## src/rtl/ysyx_23060203_axi_if.sv

```systemverilog
// AXI4 bundle shared by the LSU port and the memory/device slaves.
// Modport "in" is seen by the slave side of a link, "out" by the master side.
interface ysyx_23060203_axi_if;
  logic        arvalid;
  logic        arready;
  logic [31:0] araddr;
  logic [3:0]  arid;
  logic [7:0]  arlen;
  logic [2:0]  arsize;
  logic [1:0]  arburst;
  logic        rvalid;
  logic        rready;
  logic [1:0]  rresp;
  logic [31:0] rdata;
  logic        rlast;
  logic [3:0]  rid;
  logic        awvalid;
  logic        awready;
  logic [31:0] awaddr;
  logic [3:0]  awid;
  logic [7:0]  awlen;
  logic [2:0]  awsize;
  logic [1:0]  awburst;
  logic        wvalid;
  logic        wready;
  logic [31:0] wdata;
  logic [3:0]  wstrb;
  logic        wlast;
  logic        bvalid;
  logic        bready;
  logic [1:0]  bresp;
  logic [3:0]  bid;

  modport in (
    input  arvalid, araddr, arid, arlen, arsize, arburst, rready,
    output arready, rvalid, rresp, rdata, rlast, rid,
    input  awvalid, awaddr, awid, awlen, awsize, awburst,
    input  wvalid, wdata, wstrb, wlast, bready,
    output awready, wready, bvalid, bresp, bid
  );

  modport out (
    output arvalid, araddr, arid, arlen, arsize, arburst, rready,
    input  arready, rvalid, rresp, rdata, rlast, rid,
    output awvalid, awaddr, awid, awlen, awsize, awburst,
    output wvalid, wdata, wstrb, wlast, bready,
    input  awready, wready, bvalid, bresp, bid
  );
endinterface

```

## src/rtl/ysyx_23060203_xbar.sv

```systemverilog
// AXI4 router: LSU -> SRAM / UART / CLINT, unmapped addresses get DECERR.
// Ports: clock, reset (sync high), lsu (in), sram/uart/clint (out).
module ysyx_23060203_xbar #(
  parameter logic [31:0] UART_BASE  = 32'h1000_0000,
  parameter logic [31:0] UART_MASK  = 32'hFFFF_F000,
  parameter logic [31:0] CLINT_BASE = 32'h0200_0000,
  parameter logic [31:0] CLINT_MASK = 32'hFFFF_0000,
  parameter logic [31:0] SRAM_BASE  = 32'h8000_0000,
  parameter logic [31:0] SRAM_MASK  = 32'hF800_0000
) (
  input logic clock,
  input logic reset,
  ysyx_23060203_axi_if.in  lsu,
  ysyx_23060203_axi_if.out sram,
  ysyx_23060203_axi_if.out uart,
  ysyx_23060203_axi_if.out clint
);

  typedef enum logic [1:0] {T_SRAM, T_UART, T_CLINT, T_ERR} tgt_e;
  typedef enum logic [1:0] {R_IDLE, R_FWD, R_ERR} rstate_e;
  typedef enum logic [1:0] {W_IDLE, W_FWD, W_ERR} wstate_e;

  function automatic tgt_e decode(input logic [31:0] a);
    if ((a & UART_MASK) == UART_BASE)        return T_UART;
    else if ((a & CLINT_MASK) == CLINT_BASE) return T_CLINT;
    else if ((a & SRAM_MASK) == SRAM_BASE)   return T_SRAM;
    else                                     return T_ERR;
  endfunction

  rstate_e    rstate, rnext;
  wstate_e    wstate, wnext;
  tgt_e       rtgt, wtgt, rdec, wdec;
  logic [7:0] rlen, rcnt;
  logic [3:0] rid_q, wid_q;
  logic       r_acc, w_acc, w_done;

  assign rdec = decode(lsu.araddr);
  assign wdec = decode(lsu.awaddr);

  // r_acc/w_acc: error AR/AW already acknowledged; w_done: all W beats eaten
  always_ff @(posedge clock) begin
    if (reset) begin
      rstate <= R_IDLE;
      rtgt   <= T_SRAM;
      rlen   <= '0;
      rcnt   <= '0;
      rid_q  <= '0;
      r_acc  <= 1'b0;
    end else begin
      rstate <= rnext;
      unique case (rstate)
        R_IDLE: if (lsu.arvalid) begin
          rtgt  <= rdec;
          rlen  <= lsu.arlen;
          rid_q <= lsu.arid;
          rcnt  <= '0;
          r_acc <= 1'b0;
        end
        R_ERR: begin
          if (!r_acc) r_acc <= 1'b1;
          else if (lsu.rready) rcnt <= rcnt + 8'd1;
        end
        default: ;
      endcase
    end
  end

  always_ff @(posedge clock) begin
    if (reset) begin
      wstate <= W_IDLE;
      wtgt   <= T_SRAM;
      wid_q  <= '0;
      w_acc  <= 1'b0;
      w_done <= 1'b0;
    end else begin
      wstate <= wnext;
      unique case (wstate)
        W_IDLE: if (lsu.awvalid) begin
          wtgt   <= wdec;
          wid_q  <= lsu.awid;
          w_acc  <= 1'b0;
          w_done <= 1'b0;
        end
        W_ERR: begin
          w_acc <= 1'b1;
          if (!w_done && lsu.wvalid && lsu.wlast) w_done <= 1'b1;
        end
        default: ;
      endcase
    end
  end

  always_comb begin
    rnext = rstate;
    {sram.arvalid, sram.araddr, sram.arid} = '0;
    {sram.arlen, sram.arsize, sram.arburst, sram.rready} = '0;
    {uart.arvalid, uart.araddr, uart.arid} = '0;
    {uart.arlen, uart.arsize, uart.arburst, uart.rready} = '0;
    {clint.arvalid, clint.araddr, clint.arid} = '0;
    {clint.arlen, clint.arsize, clint.arburst, clint.rready} = '0;
    {lsu.arready, lsu.rvalid, lsu.rresp} = '0;
    {lsu.rdata, lsu.rlast, lsu.rid} = '0;
    unique case (rstate)
      R_IDLE: if (lsu.arvalid) rnext = (rdec == T_ERR) ? R_ERR : R_FWD;
      R_FWD: begin
        unique case (rtgt)
          T_UART: begin
            uart.arvalid = lsu.arvalid; uart.araddr  = lsu.araddr;
            uart.arid    = lsu.arid;    uart.arlen   = lsu.arlen;
            uart.arsize  = lsu.arsize;  uart.arburst = lsu.arburst;
            uart.rready  = lsu.rready;
            lsu.arready  = uart.arready; lsu.rvalid = uart.rvalid;
            lsu.rresp    = uart.rresp;   lsu.rdata  = uart.rdata;
            lsu.rlast    = uart.rlast;   lsu.rid    = uart.rid;
          end
          T_CLINT: begin
            clint.arvalid = lsu.arvalid; clint.araddr  = lsu.araddr;
            clint.arid    = lsu.arid;    clint.arlen   = lsu.arlen;
            clint.arsize  = lsu.arsize;  clint.arburst = lsu.arburst;
            clint.rready  = lsu.rready;
            lsu.arready   = clint.arready; lsu.rvalid = clint.rvalid;
            lsu.rresp     = clint.rresp;   lsu.rdata  = clint.rdata;
            lsu.rlast     = clint.rlast;   lsu.rid    = clint.rid;
          end
          default: begin
            sram.arvalid = lsu.arvalid; sram.araddr  = lsu.araddr;
            sram.arid    = lsu.arid;    sram.arlen   = lsu.arlen;
            sram.arsize  = lsu.arsize;  sram.arburst = lsu.arburst;
            sram.rready  = lsu.rready;
            lsu.arready  = sram.arready; lsu.rvalid = sram.rvalid;
            lsu.rresp    = sram.rresp;   lsu.rdata  = sram.rdata;
            lsu.rlast    = sram.rlast;   lsu.rid    = sram.rid;
          end
        endcase
        if (lsu.rvalid && lsu.rready && lsu.rlast) rnext = R_IDLE;
      end
      R_ERR: begin
        lsu.arready = !r_acc;
        lsu.rvalid  = r_acc;
        lsu.rresp   = r_acc ? 2'b11 : 2'b00;
        lsu.rid     = r_acc ? rid_q : 4'd0;
        lsu.rlast   = r_acc && (rcnt == rlen);
        if (r_acc && lsu.rready && rcnt == rlen) rnext = R_IDLE;
      end
      default: rnext = R_IDLE;
    endcase
  end

  always_comb begin
    wnext = wstate;
    {sram.awvalid, sram.awaddr, sram.awid, sram.awlen} = '0;
    {sram.awsize, sram.awburst, sram.wvalid, sram.wdata} = '0;
    {sram.wstrb, sram.wlast, sram.bready} = '0;
    {uart.awvalid, uart.awaddr, uart.awid, uart.awlen} = '0;
    {uart.awsize, uart.awburst, uart.wvalid, uart.wdata} = '0;
    {uart.wstrb, uart.wlast, uart.bready} = '0;
    {clint.awvalid, clint.awaddr, clint.awid, clint.awlen} = '0;
    {clint.awsize, clint.awburst, clint.wvalid, clint.wdata} = '0;
    {clint.wstrb, clint.wlast, clint.bready} = '0;
    {lsu.awready, lsu.wready, lsu.bvalid, lsu.bresp, lsu.bid} = '0;
    unique case (wstate)
      W_IDLE: if (lsu.awvalid) wnext = (wdec == T_ERR) ? W_ERR : W_FWD;
      W_FWD: begin
        unique case (wtgt)
          T_UART: begin
            uart.awvalid = lsu.awvalid; uart.awaddr  = lsu.awaddr;
            uart.awid    = lsu.awid;    uart.awlen   = lsu.awlen;
            uart.awsize  = lsu.awsize;  uart.awburst = lsu.awburst;
            uart.wvalid  = lsu.wvalid;  uart.wdata   = lsu.wdata;
            uart.wstrb   = lsu.wstrb;   uart.wlast   = lsu.wlast;
            uart.bready  = lsu.bready;
            lsu.awready  = uart.awready; lsu.wready = uart.wready;
            lsu.bvalid   = uart.bvalid;  lsu.bresp  = uart.bresp;
            lsu.bid      = uart.bid;
          end
          T_CLINT: begin
            clint.awvalid = lsu.awvalid; clint.awaddr  = lsu.awaddr;
            clint.awid    = lsu.awid;    clint.awlen   = lsu.awlen;
            clint.awsize  = lsu.awsize;  clint.awburst = lsu.awburst;
            clint.wvalid  = lsu.wvalid;  clint.wdata   = lsu.wdata;
            clint.wstrb   = lsu.wstrb;   clint.wlast   = lsu.wlast;
            clint.bready  = lsu.bready;
            lsu.awready   = clint.awready; lsu.wready = clint.wready;
            lsu.bvalid    = clint.bvalid;  lsu.bresp  = clint.bresp;
            lsu.bid       = clint.bid;
          end
          default: begin
            sram.awvalid = lsu.awvalid; sram.awaddr  = lsu.awaddr;
            sram.awid    = lsu.awid;    sram.awlen   = lsu.awlen;
            sram.awsize  = lsu.awsize;  sram.awburst = lsu.awburst;
            sram.wvalid  = lsu.wvalid;  sram.wdata   = lsu.wdata;
            sram.wstrb   = lsu.wstrb;   sram.wlast   = lsu.wlast;
            sram.bready  = lsu.bready;
            lsu.awready  = sram.awready; lsu.wready = sram.wready;
            lsu.bvalid   = sram.bvalid;  lsu.bresp  = sram.bresp;
            lsu.bid      = sram.bid;
          end
        endcase
        if (lsu.bvalid && lsu.bready) wnext = W_IDLE;
      end
      W_ERR: begin
        lsu.awready = !w_acc;
        lsu.wready  = !w_done;
        lsu.bvalid  = w_done;
        lsu.bresp   = w_done ? 2'b11 : 2'b00;
        lsu.bid     = w_done ? wid_q : 4'd0;
        if (w_done && lsu.bready) wnext = W_IDLE;
      end
      default: wnext = W_IDLE;
    endcase
  end

endmodule

```

## src/flat_wrapper.sv

```systemverilog
// flat-port wrapper written by rule: the top's interface ports become plain ports
module ysyx_23060203_xbar_flat 
#(
  parameter logic [31:0] UART_BASE  = 32'h1000_0000,
  parameter logic [31:0] UART_MASK  = 32'hFFFF_F000,
  parameter logic [31:0] CLINT_BASE = 32'h0200_0000,
  parameter logic [31:0] CLINT_MASK = 32'hFFFF_0000,
  parameter logic [31:0] SRAM_BASE  = 32'h8000_0000,
  parameter logic [31:0] SRAM_MASK  = 32'hF800_0000
)
  (clock, reset, lsu_arvalid, lsu_araddr, lsu_arid, lsu_arlen, lsu_arsize, lsu_arburst, lsu_rready, lsu_arready, lsu_rvalid, lsu_rresp, lsu_rdata, lsu_rlast, lsu_rid, lsu_awvalid, lsu_awaddr, lsu_awid, lsu_awlen, lsu_awsize, lsu_awburst, lsu_wvalid, lsu_wdata, lsu_wstrb, lsu_wlast, lsu_bready, lsu_awready, lsu_wready, lsu_bvalid, lsu_bresp, lsu_bid, sram_arvalid, sram_araddr, sram_arid, sram_arlen, sram_arsize, sram_arburst, sram_rready, sram_arready, sram_rvalid, sram_rresp, sram_rdata, sram_rlast, sram_rid, sram_awvalid, sram_awaddr, sram_awid, sram_awlen, sram_awsize, sram_awburst, sram_wvalid, sram_wdata, sram_wstrb, sram_wlast, sram_bready, sram_awready, sram_wready, sram_bvalid, sram_bresp, sram_bid, uart_arvalid, uart_araddr, uart_arid, uart_arlen, uart_arsize, uart_arburst, uart_rready, uart_arready, uart_rvalid, uart_rresp, uart_rdata, uart_rlast, uart_rid, uart_awvalid, uart_awaddr, uart_awid, uart_awlen, uart_awsize, uart_awburst, uart_wvalid, uart_wdata, uart_wstrb, uart_wlast, uart_bready, uart_awready, uart_wready, uart_bvalid, uart_bresp, uart_bid, clint_arvalid, clint_araddr, clint_arid, clint_arlen, clint_arsize, clint_arburst, clint_rready, clint_arready, clint_rvalid, clint_rresp, clint_rdata, clint_rlast, clint_rid, clint_awvalid, clint_awaddr, clint_awid, clint_awlen, clint_awsize, clint_awburst, clint_wvalid, clint_wdata, clint_wstrb, clint_wlast, clint_bready, clint_awready, clint_wready, clint_bvalid, clint_bresp, clint_bid);
  ysyx_23060203_axi_if lsu_i ();
  ysyx_23060203_axi_if sram_i ();
  ysyx_23060203_axi_if uart_i ();
  ysyx_23060203_axi_if clint_i ();
  input logic clock;
  input logic reset;
  input wire logic [$bits(lsu_i.arvalid)-1:0] lsu_arvalid;
  input wire logic [$bits(lsu_i.araddr)-1:0] lsu_araddr;
  input wire logic [$bits(lsu_i.arid)-1:0] lsu_arid;
  input wire logic [$bits(lsu_i.arlen)-1:0] lsu_arlen;
  input wire logic [$bits(lsu_i.arsize)-1:0] lsu_arsize;
  input wire logic [$bits(lsu_i.arburst)-1:0] lsu_arburst;
  input wire logic [$bits(lsu_i.rready)-1:0] lsu_rready;
  output wire logic [$bits(lsu_i.arready)-1:0] lsu_arready;
  output wire logic [$bits(lsu_i.rvalid)-1:0] lsu_rvalid;
  output wire logic [$bits(lsu_i.rresp)-1:0] lsu_rresp;
  output wire logic [$bits(lsu_i.rdata)-1:0] lsu_rdata;
  output wire logic [$bits(lsu_i.rlast)-1:0] lsu_rlast;
  output wire logic [$bits(lsu_i.rid)-1:0] lsu_rid;
  input wire logic [$bits(lsu_i.awvalid)-1:0] lsu_awvalid;
  input wire logic [$bits(lsu_i.awaddr)-1:0] lsu_awaddr;
  input wire logic [$bits(lsu_i.awid)-1:0] lsu_awid;
  input wire logic [$bits(lsu_i.awlen)-1:0] lsu_awlen;
  input wire logic [$bits(lsu_i.awsize)-1:0] lsu_awsize;
  input wire logic [$bits(lsu_i.awburst)-1:0] lsu_awburst;
  input wire logic [$bits(lsu_i.wvalid)-1:0] lsu_wvalid;
  input wire logic [$bits(lsu_i.wdata)-1:0] lsu_wdata;
  input wire logic [$bits(lsu_i.wstrb)-1:0] lsu_wstrb;
  input wire logic [$bits(lsu_i.wlast)-1:0] lsu_wlast;
  input wire logic [$bits(lsu_i.bready)-1:0] lsu_bready;
  output wire logic [$bits(lsu_i.awready)-1:0] lsu_awready;
  output wire logic [$bits(lsu_i.wready)-1:0] lsu_wready;
  output wire logic [$bits(lsu_i.bvalid)-1:0] lsu_bvalid;
  output wire logic [$bits(lsu_i.bresp)-1:0] lsu_bresp;
  output wire logic [$bits(lsu_i.bid)-1:0] lsu_bid;
  output wire logic [$bits(sram_i.arvalid)-1:0] sram_arvalid;
  output wire logic [$bits(sram_i.araddr)-1:0] sram_araddr;
  output wire logic [$bits(sram_i.arid)-1:0] sram_arid;
  output wire logic [$bits(sram_i.arlen)-1:0] sram_arlen;
  output wire logic [$bits(sram_i.arsize)-1:0] sram_arsize;
  output wire logic [$bits(sram_i.arburst)-1:0] sram_arburst;
  output wire logic [$bits(sram_i.rready)-1:0] sram_rready;
  input wire logic [$bits(sram_i.arready)-1:0] sram_arready;
  input wire logic [$bits(sram_i.rvalid)-1:0] sram_rvalid;
  input wire logic [$bits(sram_i.rresp)-1:0] sram_rresp;
  input wire logic [$bits(sram_i.rdata)-1:0] sram_rdata;
  input wire logic [$bits(sram_i.rlast)-1:0] sram_rlast;
  input wire logic [$bits(sram_i.rid)-1:0] sram_rid;
  output wire logic [$bits(sram_i.awvalid)-1:0] sram_awvalid;
  output wire logic [$bits(sram_i.awaddr)-1:0] sram_awaddr;
  output wire logic [$bits(sram_i.awid)-1:0] sram_awid;
  output wire logic [$bits(sram_i.awlen)-1:0] sram_awlen;
  output wire logic [$bits(sram_i.awsize)-1:0] sram_awsize;
  output wire logic [$bits(sram_i.awburst)-1:0] sram_awburst;
  output wire logic [$bits(sram_i.wvalid)-1:0] sram_wvalid;
  output wire logic [$bits(sram_i.wdata)-1:0] sram_wdata;
  output wire logic [$bits(sram_i.wstrb)-1:0] sram_wstrb;
  output wire logic [$bits(sram_i.wlast)-1:0] sram_wlast;
  output wire logic [$bits(sram_i.bready)-1:0] sram_bready;
  input wire logic [$bits(sram_i.awready)-1:0] sram_awready;
  input wire logic [$bits(sram_i.wready)-1:0] sram_wready;
  input wire logic [$bits(sram_i.bvalid)-1:0] sram_bvalid;
  input wire logic [$bits(sram_i.bresp)-1:0] sram_bresp;
  input wire logic [$bits(sram_i.bid)-1:0] sram_bid;
  output wire logic [$bits(uart_i.arvalid)-1:0] uart_arvalid;
  output wire logic [$bits(uart_i.araddr)-1:0] uart_araddr;
  output wire logic [$bits(uart_i.arid)-1:0] uart_arid;
  output wire logic [$bits(uart_i.arlen)-1:0] uart_arlen;
  output wire logic [$bits(uart_i.arsize)-1:0] uart_arsize;
  output wire logic [$bits(uart_i.arburst)-1:0] uart_arburst;
  output wire logic [$bits(uart_i.rready)-1:0] uart_rready;
  input wire logic [$bits(uart_i.arready)-1:0] uart_arready;
  input wire logic [$bits(uart_i.rvalid)-1:0] uart_rvalid;
  input wire logic [$bits(uart_i.rresp)-1:0] uart_rresp;
  input wire logic [$bits(uart_i.rdata)-1:0] uart_rdata;
  input wire logic [$bits(uart_i.rlast)-1:0] uart_rlast;
  input wire logic [$bits(uart_i.rid)-1:0] uart_rid;
  output wire logic [$bits(uart_i.awvalid)-1:0] uart_awvalid;
  output wire logic [$bits(uart_i.awaddr)-1:0] uart_awaddr;
  output wire logic [$bits(uart_i.awid)-1:0] uart_awid;
  output wire logic [$bits(uart_i.awlen)-1:0] uart_awlen;
  output wire logic [$bits(uart_i.awsize)-1:0] uart_awsize;
  output wire logic [$bits(uart_i.awburst)-1:0] uart_awburst;
  output wire logic [$bits(uart_i.wvalid)-1:0] uart_wvalid;
  output wire logic [$bits(uart_i.wdata)-1:0] uart_wdata;
  output wire logic [$bits(uart_i.wstrb)-1:0] uart_wstrb;
  output wire logic [$bits(uart_i.wlast)-1:0] uart_wlast;
  output wire logic [$bits(uart_i.bready)-1:0] uart_bready;
  input wire logic [$bits(uart_i.awready)-1:0] uart_awready;
  input wire logic [$bits(uart_i.wready)-1:0] uart_wready;
  input wire logic [$bits(uart_i.bvalid)-1:0] uart_bvalid;
  input wire logic [$bits(uart_i.bresp)-1:0] uart_bresp;
  input wire logic [$bits(uart_i.bid)-1:0] uart_bid;
  output wire logic [$bits(clint_i.arvalid)-1:0] clint_arvalid;
  output wire logic [$bits(clint_i.araddr)-1:0] clint_araddr;
  output wire logic [$bits(clint_i.arid)-1:0] clint_arid;
  output wire logic [$bits(clint_i.arlen)-1:0] clint_arlen;
  output wire logic [$bits(clint_i.arsize)-1:0] clint_arsize;
  output wire logic [$bits(clint_i.arburst)-1:0] clint_arburst;
  output wire logic [$bits(clint_i.rready)-1:0] clint_rready;
  input wire logic [$bits(clint_i.arready)-1:0] clint_arready;
  input wire logic [$bits(clint_i.rvalid)-1:0] clint_rvalid;
  input wire logic [$bits(clint_i.rresp)-1:0] clint_rresp;
  input wire logic [$bits(clint_i.rdata)-1:0] clint_rdata;
  input wire logic [$bits(clint_i.rlast)-1:0] clint_rlast;
  input wire logic [$bits(clint_i.rid)-1:0] clint_rid;
  output wire logic [$bits(clint_i.awvalid)-1:0] clint_awvalid;
  output wire logic [$bits(clint_i.awaddr)-1:0] clint_awaddr;
  output wire logic [$bits(clint_i.awid)-1:0] clint_awid;
  output wire logic [$bits(clint_i.awlen)-1:0] clint_awlen;
  output wire logic [$bits(clint_i.awsize)-1:0] clint_awsize;
  output wire logic [$bits(clint_i.awburst)-1:0] clint_awburst;
  output wire logic [$bits(clint_i.wvalid)-1:0] clint_wvalid;
  output wire logic [$bits(clint_i.wdata)-1:0] clint_wdata;
  output wire logic [$bits(clint_i.wstrb)-1:0] clint_wstrb;
  output wire logic [$bits(clint_i.wlast)-1:0] clint_wlast;
  output wire logic [$bits(clint_i.bready)-1:0] clint_bready;
  input wire logic [$bits(clint_i.awready)-1:0] clint_awready;
  input wire logic [$bits(clint_i.wready)-1:0] clint_wready;
  input wire logic [$bits(clint_i.bvalid)-1:0] clint_bvalid;
  input wire logic [$bits(clint_i.bresp)-1:0] clint_bresp;
  input wire logic [$bits(clint_i.bid)-1:0] clint_bid;
  assign lsu_i.arvalid = lsu_arvalid;
  assign lsu_i.araddr = lsu_araddr;
  assign lsu_i.arid = lsu_arid;
  assign lsu_i.arlen = lsu_arlen;
  assign lsu_i.arsize = lsu_arsize;
  assign lsu_i.arburst = lsu_arburst;
  assign lsu_i.rready = lsu_rready;
  assign lsu_arready = lsu_i.arready;
  assign lsu_rvalid = lsu_i.rvalid;
  assign lsu_rresp = lsu_i.rresp;
  assign lsu_rdata = lsu_i.rdata;
  assign lsu_rlast = lsu_i.rlast;
  assign lsu_rid = lsu_i.rid;
  assign lsu_i.awvalid = lsu_awvalid;
  assign lsu_i.awaddr = lsu_awaddr;
  assign lsu_i.awid = lsu_awid;
  assign lsu_i.awlen = lsu_awlen;
  assign lsu_i.awsize = lsu_awsize;
  assign lsu_i.awburst = lsu_awburst;
  assign lsu_i.wvalid = lsu_wvalid;
  assign lsu_i.wdata = lsu_wdata;
  assign lsu_i.wstrb = lsu_wstrb;
  assign lsu_i.wlast = lsu_wlast;
  assign lsu_i.bready = lsu_bready;
  assign lsu_awready = lsu_i.awready;
  assign lsu_wready = lsu_i.wready;
  assign lsu_bvalid = lsu_i.bvalid;
  assign lsu_bresp = lsu_i.bresp;
  assign lsu_bid = lsu_i.bid;
  assign sram_arvalid = sram_i.arvalid;
  assign sram_araddr = sram_i.araddr;
  assign sram_arid = sram_i.arid;
  assign sram_arlen = sram_i.arlen;
  assign sram_arsize = sram_i.arsize;
  assign sram_arburst = sram_i.arburst;
  assign sram_rready = sram_i.rready;
  assign sram_i.arready = sram_arready;
  assign sram_i.rvalid = sram_rvalid;
  assign sram_i.rresp = sram_rresp;
  assign sram_i.rdata = sram_rdata;
  assign sram_i.rlast = sram_rlast;
  assign sram_i.rid = sram_rid;
  assign sram_awvalid = sram_i.awvalid;
  assign sram_awaddr = sram_i.awaddr;
  assign sram_awid = sram_i.awid;
  assign sram_awlen = sram_i.awlen;
  assign sram_awsize = sram_i.awsize;
  assign sram_awburst = sram_i.awburst;
  assign sram_wvalid = sram_i.wvalid;
  assign sram_wdata = sram_i.wdata;
  assign sram_wstrb = sram_i.wstrb;
  assign sram_wlast = sram_i.wlast;
  assign sram_bready = sram_i.bready;
  assign sram_i.awready = sram_awready;
  assign sram_i.wready = sram_wready;
  assign sram_i.bvalid = sram_bvalid;
  assign sram_i.bresp = sram_bresp;
  assign sram_i.bid = sram_bid;
  assign uart_arvalid = uart_i.arvalid;
  assign uart_araddr = uart_i.araddr;
  assign uart_arid = uart_i.arid;
  assign uart_arlen = uart_i.arlen;
  assign uart_arsize = uart_i.arsize;
  assign uart_arburst = uart_i.arburst;
  assign uart_rready = uart_i.rready;
  assign uart_i.arready = uart_arready;
  assign uart_i.rvalid = uart_rvalid;
  assign uart_i.rresp = uart_rresp;
  assign uart_i.rdata = uart_rdata;
  assign uart_i.rlast = uart_rlast;
  assign uart_i.rid = uart_rid;
  assign uart_awvalid = uart_i.awvalid;
  assign uart_awaddr = uart_i.awaddr;
  assign uart_awid = uart_i.awid;
  assign uart_awlen = uart_i.awlen;
  assign uart_awsize = uart_i.awsize;
  assign uart_awburst = uart_i.awburst;
  assign uart_wvalid = uart_i.wvalid;
  assign uart_wdata = uart_i.wdata;
  assign uart_wstrb = uart_i.wstrb;
  assign uart_wlast = uart_i.wlast;
  assign uart_bready = uart_i.bready;
  assign uart_i.awready = uart_awready;
  assign uart_i.wready = uart_wready;
  assign uart_i.bvalid = uart_bvalid;
  assign uart_i.bresp = uart_bresp;
  assign uart_i.bid = uart_bid;
  assign clint_arvalid = clint_i.arvalid;
  assign clint_araddr = clint_i.araddr;
  assign clint_arid = clint_i.arid;
  assign clint_arlen = clint_i.arlen;
  assign clint_arsize = clint_i.arsize;
  assign clint_arburst = clint_i.arburst;
  assign clint_rready = clint_i.rready;
  assign clint_i.arready = clint_arready;
  assign clint_i.rvalid = clint_rvalid;
  assign clint_i.rresp = clint_rresp;
  assign clint_i.rdata = clint_rdata;
  assign clint_i.rlast = clint_rlast;
  assign clint_i.rid = clint_rid;
  assign clint_awvalid = clint_i.awvalid;
  assign clint_awaddr = clint_i.awaddr;
  assign clint_awid = clint_i.awid;
  assign clint_awlen = clint_i.awlen;
  assign clint_awsize = clint_i.awsize;
  assign clint_awburst = clint_i.awburst;
  assign clint_wvalid = clint_i.wvalid;
  assign clint_wdata = clint_i.wdata;
  assign clint_wstrb = clint_i.wstrb;
  assign clint_wlast = clint_i.wlast;
  assign clint_bready = clint_i.bready;
  assign clint_i.awready = clint_awready;
  assign clint_i.wready = clint_wready;
  assign clint_i.bvalid = clint_bvalid;
  assign clint_i.bresp = clint_bresp;
  assign clint_i.bid = clint_bid;
  ysyx_23060203_xbar #(.UART_BASE(UART_BASE), .UART_MASK(UART_MASK), .CLINT_BASE(CLINT_BASE), .CLINT_MASK(CLINT_MASK), .SRAM_BASE(SRAM_BASE), .SRAM_MASK(SRAM_MASK)) u_core (.clock(clock), .reset(reset), .lsu(lsu_i), .sram(sram_i), .uart(uart_i), .clint(clint_i));
endmodule
```

## config.mk

```make
export PLATFORM = sky130hd
export DESIGN_NAME = ysyx_23060203_xbar_flat
export DESIGN_NICKNAME = d
export VERILOG_FILES = /design/src/rtl/ysyx_23060203_axi_if.sv /design/src/rtl/ysyx_23060203_xbar.sv /design/src/flat_wrapper.sv
export SDC_FILE = /design/constraint.sdc
export NUM_CORES = 1
export LEC_CHECK = 0
export BUFFER_PORTS_ARGS = -buffer_cell sky130_fd_sc_hd__buf_2
export CELL_PAD_IN_SITES_DETAIL_PLACEMENT = 2
export CELL_PAD_IN_SITES_GLOBAL_PLACEMENT = 2
export CORE_AREA = 5 5 290 292
export DETAILED_ROUTE_END_ITERATION = 7
export DIE_AREA = 0 0 295 297
export MAX_ROUTING_LAYER = met4
export PLACE_DENSITY_LB_ADDON = 0.1
export SYNTH_ARGS = -nofsm -noshare
export SYNTH_HDL_FRONTEND = slang
export SYNTH_SLANG_ARGS = --single-unit
export TNS_END_PERCENT = 1
```

## constraint.sdc

```tcl
create_clock -name clock -period 2.3 [get_ports clock]
set_input_delay 0.46 -clock clock [delete_from_list [all_inputs] [get_ports clock]]
set_output_delay 0.46 -clock clock [all_outputs]
set_load 0.01 [all_outputs]
```

==> results of run 1 <==
[cells by family (layout without fill, tap and decap cells)]
group / count (synthesis) / after routing / share of synthesized area [%]
AND/OR/NAND/NOR: 628 / 628 / 58.8
buffers and inverters: 140 / 850 / 8.81
flip-flops: 35 / 35 / 11.2
other: 0 / 9 / 0
multiplexers: 4 / 4 / 0.681
adder cells (fa/ha/maj): 11 / 11 / 2.20
AO/OA/AOI/OAI: 157 / 157 / 16.3
XOR/XNOR: 14 / 14 / 1.96
[worst max-delay path, delay by kind of cell (launching register included)]
kind	cells	cell delay [ns]
AND/OR/NAND/NOR	1	0.07
buffers and inverters	4	0.46
AO/OA/AOI/OAI	3	0.48
flip-flops	1	0.37
adder cells (fa/ha/maj)	1	0.21
[final cells by class]
| class | count | area (um2) |
|---|---|---|
| Timing Repair Buffer | 830 | 4810 |
| Antenna cell | 9 | 22.5 |
| Fill cell | 9885 | 69000 |
| Clock buffer | 5 | 125 |
| Multi-Input combinational cell | 814 | 5190 |
| Clock inverter | 3 | 43.8 |
| Inverter | 12 | 45.0 |
| Sequential cell | 35 | 709 |
| Tap cell | 1070 | 1340 |
[path summary, 6_finish.rpt]
path / start / end / slack [ns] / depth (start not counted)
min reg2reg: u_core.wid_q[2] / u_core.wid_q[2] / 0.47 / 2
max reg2reg: u_core.rstate[0] / u_core.rcnt[7] / 0.32 / 8
min: lsu_arid[3] / u_core.rid_q[3] / 0.45 / 3
max: u_core.rtgt[0] / lsu_rresp[1] / -0.05 / 9
[state kept, by name, summed over array words and instances, names as in the netlist]
register / flops
u_core.wtgt: 2
u_core.wstate: 2
u_core.w_done: 1
u_core.rcnt: 8
u_core.rlen: 8
u_core.rstate: 2
u_core.r_acc: 1
u_core.rtgt: 2
u_core.wid_q: 4
u_core.w_acc: 1
u_core.rid_q: 4
[layout by cell type, fill, tap and decap left out, types with 15 or more instances in the layout]
| cell type | instances |
|---|---|
| buf_2 | 749 |
| and3_1 | 416 |
| nand2_1 | 96 |
| a22oi_1 | 41 |
| buf_4 | 39 |
| o21ai_0 | 35 |
| and2_1 | 33 |
| a21oi_1 | 31 |
| dfxtp_1 | 30 |
| nor2b_1 | 20 |
| buf_12 | 15 |
[per-stage QoR]
| stage | setup TNS [ns] | cells | hold slack [ns] |
|---|---|---|---|
| 2_1_floorplan | 0 | 989 | 0.434 |
| 3_3_place_gp | -0.118 | 2738 | 0.462 |
| 3_5_place_dp | -0.109 | 2738 | 0.462 |
| 4_1_cts | -0.266 | 2758 | 0.443 |
| 5_1_grt | -0.839 | 2777 | 0.471 |
| 6_report | -0.0466 | 2778 | 0.454 |
[layer usage]
layer  global-route usage (%)  wire length, um  up-vias
met4                    0.960              509        0
met5                        -                0        -
met3                     4.64             5660       31
met2                     26.9            34900      475
met1                     13.5            23000     5191
li1                         -                -     4984
[where the power goes]
part | internal, uW | total (uW) | leakage, uW | switching (uW)
clock network | 512 | 822 | 0.0000838 | 309
logic | 1110 | 2720 | 0.00758 | 1610
registers | 671 | 727 | 0.000288 | 55.8
total | 2300 | 4270 | 0.00796 | 1970
[repair_timing]
item	CTS	global route
buffers inserted	10	8
gates cloned	2	3
endpoints found under the setup margin	205	220
resized for setup	36	65
pin swaps	2	9
==> flow_summary_export.csv, run 1 <==
group,metric,value,unit
synth,synth_most_common_cell,"and3_1",
cts,h-tree-depth,2,
synth,synth_area_leader_cell,"and3_1",
floorplan,start_util,7.69,%
worst_setup_path,required,1.84,ns
sta,rsz0062_at_grt,"true",
synth,synth.yosys.seq_area_share,11.2,%
worst_setup_path,worst_ep_arrival_time,1.89,ns
sta,maxSlewViolCount,0,
outcome,violations,"negative setup slack",
cts,cts_buffers,5,
synth,ys_seq_elements,35,
place,routabilityCongestion,0.780,
power,total_power,4270,uW
detailed_routing,vias,10681,
place,portBuffers,761,
synth,synth_cell_type_count,49,
global_route,grt_pass1_vias,11680,
synth,synth_area_per_cell,6.32,um2
global_route,antenna_found_initial,20,
sta,worst_slew_pin_slew,0.866,ns
detailed_routing,drt-vias-per-instance,3.84,
synth,synth_common_cells,"417 x and3_1, 114 x clkbuf_1, 99 x nand2_1",
cts,cts.root.buffer_cell,"clkbuf_16",
cts,clkTransAtPathRegs,0.07,ns
place,preCtsSetupSlack,-0.109,ns
global_route,grt-ovfl-total,0,
cells_and_area,syn_to_final_growth,96.6,%
worst_setup_path,worstSetupPathType,"reg -> out",
cts,worst_skew_pair.late_latency,0.29,ns
sta,setup_violations,1,
global_route,grtUsageTotal,13.7,%
cells_and_area,stdcell_area,12300,um2
synth,synth-async-reset-ratio,0,%
synth,yosysWarnings,0,
detailed_routing,drc,0,
synth,synth_edf_count,0,
sta,finalCriticalPeriod,2.35,ns
global_route,grt_max_degree,87,
cts,cts_sinks,35,
floorplan,coreArea,81300,um2
detailed_routing,drtIter0Drc,313,
worst_setup_path,slowest_stage,"dfxtp_4",
detailed_routing,ant_nets,0,
place,place_area,11500,um2
synth,ys_top_cells_by_area,"and3_1 42%, dfxtp_1 11%, clkbuf_1 6.8%, a22oi_1 6.6%, nand2_1 5.9%",
synth,syn_area,6250,um2
detailed_routing,routed_wl,64100,um
global_route,grt_pass1_wl,87100,um
sta,hold_violations,0,
sta,clock_skew,0.00636,ns
power,p_per_area,348,nW/um2
job,maxCapViolCount,0,
sta,relSlewSlack,42.2,%
worst_setup_path,critPathLaunchType,"flip-flop",
worst_setup_path,crit_fanout,6,
worst_hold_path,hold_path.class,"in -> reg",
cells_and_area,drive_gt1_share,52.5,%
sta,period_share,102,%
cells_and_area,finish.net_count,2001,
detailed_routing,wl_per_cell,23.1,um
synth,synth_ff_type,"dfxtp_1",
cts,clockBufferDepth,2,
floorplan,die_w,295,um
detailed_routing,dr.pass1.iters,6,
floorplan,fp-row-count,105,
power,vdd_drop_max,0.223,mV
outcome,status,"complete, but fails checks",
floorplan,dieArea,87600,um2
cells_and_area,post-route-util,15.1,%
place,place_hpwl,52100,um
cts,tritoncts,"done",
worst_setup_path,crit_path_cell_trace,"inv_2, ha_4, buf_8, buf_6, a22oi_2, o21ai_1, a21oi_1, nor2b_1, buf_4",
worst_setup_path,max_stage_delay,0.37,ns
worst_setup_path,crit_path_end_kind,"output pin",
synth,syn-num-nets,1292,
sta,max_freq,0.426,GHz
power,leakagePower,0.00796,uW
synth,syn_inst,989,
cts,hold_buffers,0,
sta,setup_slack,-0.0466,ns
floorplan,die-height,297,um
floorplan,pin_count,762,
synth,synth_top_area_share,41.7,%
Power figures use the tool's default switching activity.
==> run 2, diff against run 1 <==
GPL_TIMING_DRIVEN = 0   (was not set)
==> run 2 against run 1 <==
Against the previous run: the flow still finishes with violations (negative setup slack); maximum frequency down 1.1%; clock power decreased by 2%; register-to-register slack about the same; setup slack got worse by 0.027 ns; sequential cell count is the same; utilization grew 0.46 points; power is 5.8% higher; first-iteration DRC count increased by 15%; global-route usage increased by 1.9 points; die area did not move; non-clock buffer count up 64; sequential power grew 0.8%; critical path type unchanged; largest power group unchanged.
==> flow_summary_export.csv, run 2 (synthesized netlist as in run 1, its figures left out) <==
group,metric,value,unit
floorplan,start_util,7.69,%
cts,hold_buffers,0,
cts,h-tree-depth,2,
sta,max_freq,0.421,GHz
worst_setup_path,reg2reg_slack,0.31,ns
sta,holdWs,0.462,ns
worst_setup_path,crit_path_end_kind,"output pin",
cells_and_area,finish.net_count,2065,
floorplan,pin_count,762,
global_route,grt_pass1_vias,12407,
power,p_per_area,357,nW/um2
sta,setup_violations,13,
worst_setup_path,crit_fanout,10,
detailed_routing,routed_wl,71600,um
cells_and_area,layout_commonest_cell,"buf_2",
detailed_routing,wl_per_cell,25.2,um
worst_setup_path,critPathTopFamily,"buffers and inverters",
detailed_routing,drc,0,
place,place_area,11400,um2
global_route,grt-ovfl-total,0,
worst_setup_path,required,1.84,ns
cts,worst_skew_pair.late_latency,0.29,ns
worst_setup_path,slowest_stage,"dfxtp_4",
sta,rsz0062_at_grt,"true",
place,portBuffers,761,
worst_setup_path,worstSetupPathType,"reg -> out",
global_route,grt_pass1_wl,97100,um
floorplan,dieArea,87600,um2
sta,clock_skew,0.00617,ns
sta,finalCriticalPeriod,2.37,ns
floorplan,fp-row-count,105,
cts,tritoncts,"done",
worst_setup_path,critPathLaunchType,"flip-flop",
sta,maxSlewViolCount,0,
worst_setup_path,worst_ep_arrival_time,1.91,ns
cells_and_area,stdcell_area,12700,um2
detailed_routing,dr.pass1.iters,4,
job,maxCapViolCount,0,
outcome,violations,"negative setup slack",
sta,period_share,103,%
cts,cts.root.buffer_cell,"clkbuf_16",
cts,cts_sinks,35,
cells_and_area,drive_gt1_share,53.6,%
floorplan,die_w,295,um
place,preCtsSetupSlack,-0.900,ns
detailed_routing,drt-vias-per-instance,3.91,
power,vdd_drop_max,0.205,mV
cells_and_area,top_regs,"u_core.rcnt x8, u_core.rlen x8",
floorplan,coreArea,81300,um2
detailed_routing,vias,11120,
cells_and_area,final_cell_mix,"745 x buf_2, 415 x and3_1, 96 x nand2_1",
global_route,met3_usage,5.01,%
sta,relSlewSlack,47.5,%
detailed_routing,ant_nets,0,
cts,clkTransAtPathRegs,0.06,ns
worst_setup_path,crit_path_cell_trace,"inv_4, ha_4, clkbuf_16, clkbuf_4, o21ai_0, and2_1, buf_2",
place,routabilityCongestion,0.828,
sta,hold_violations,0,
cts,clockBufferDepth,2,
global_route,grtUsageTotal,15.6,%
floorplan,die-height,297,um
outcome,status,"complete, but fails checks",
place,place_hpwl,61600,um
cells_and_area,syn_to_final_growth,103,%
global_route,grt-busiest-layer,"met2",
detailed_routing,drtIter0Drc,360,
cts,cts_buffers,5,
global_route,grtUsageMet1,15.5,%
worst_hold_path,hold_path.class,"reg -> reg",
power,leakagePower,0.00824,uW
global_route,grt_max_degree,13,
sta,setup_slack,-0.0738,ns
global_route,use_met2,29.8,%
worst_setup_path,path_buf_inv,4,
global_route,antenna_found_initial,22,
sta,worst_slew_pin_slew,0.781,ns
sta,final.setup.tns,-0.280,ns
worst_setup_path,max_stage_delay,0.40,ns
## run 2: final timing paths
path / startpoint / to / cells past startpoint
setup / recovery: u_core.rtgt[0] / lsu_rdata[24] / 7
hold / removal: u_core.wid_q[2] / u_core.wid_q[2] / 2
setup reg to reg: u_core.rstate[0] / u_core.rcnt[7] / 7
hold reg to reg: u_core.wid_q[2] / u_core.wid_q[2] / 2
## run 2: per-stage QoR
stage | instances | util (%) | power, uW
global route | 2844 | 15.6 | 4890
CTS | 2833 | 15.3 | 4570
floorplan | 989 | - | 1860
global placement | 2820 | 14.0 | 3110
finish | 2847 | 15.6 | 4520
detailed placement | 2820 | 14.0 | 3140
## run 2: what timing repair did
| action | CTS | global route |
|---|---|---|
| buffers inserted | 5 | 0 |
| cloned | 2 | 0 |
| setup endpoints to repair | 470 | 378 |
| pin swaps | 3 | 10 |
| resized for setup | 296 | 90 |
## run 2: routing by layer
metal	vias up	part of all wire [%]
met4	0	1.7
met5	-	0
met2	504	54
met3	43	8.4
met1	5439	36
li1	5134	-
## run 2: worst register-to-register path, stage by stage (launching register included)
cell and delay, ns:
dfxtp_1 0.41, inv_1 0.09, ha_2 0.25, nand2b_1 0.22
a2111oi_4 0.49, nand3_1 0.17, xor2_1 0.18, nor2_1 0.06
## run 2: power breakdown
part	switching (uW)	leakage [uW]	internal (uW)	total [uW]
clock	293	0.0000839	512	805
combinational	1750	0.00787	1230	2980
sequential	61.2	0.000289	672	733
## run 2: area by class of cell
cell class	count	area [um2]
sequential	35	712
timing repair buffer	768	3930
antenna	14	35.0
tap	1070	1340
inverter	12	47.5
clock buffer	5	125
clock inverter	3	43.8
multi-input combinational	814	5160
buffer	126	1260
fill	9885	68700
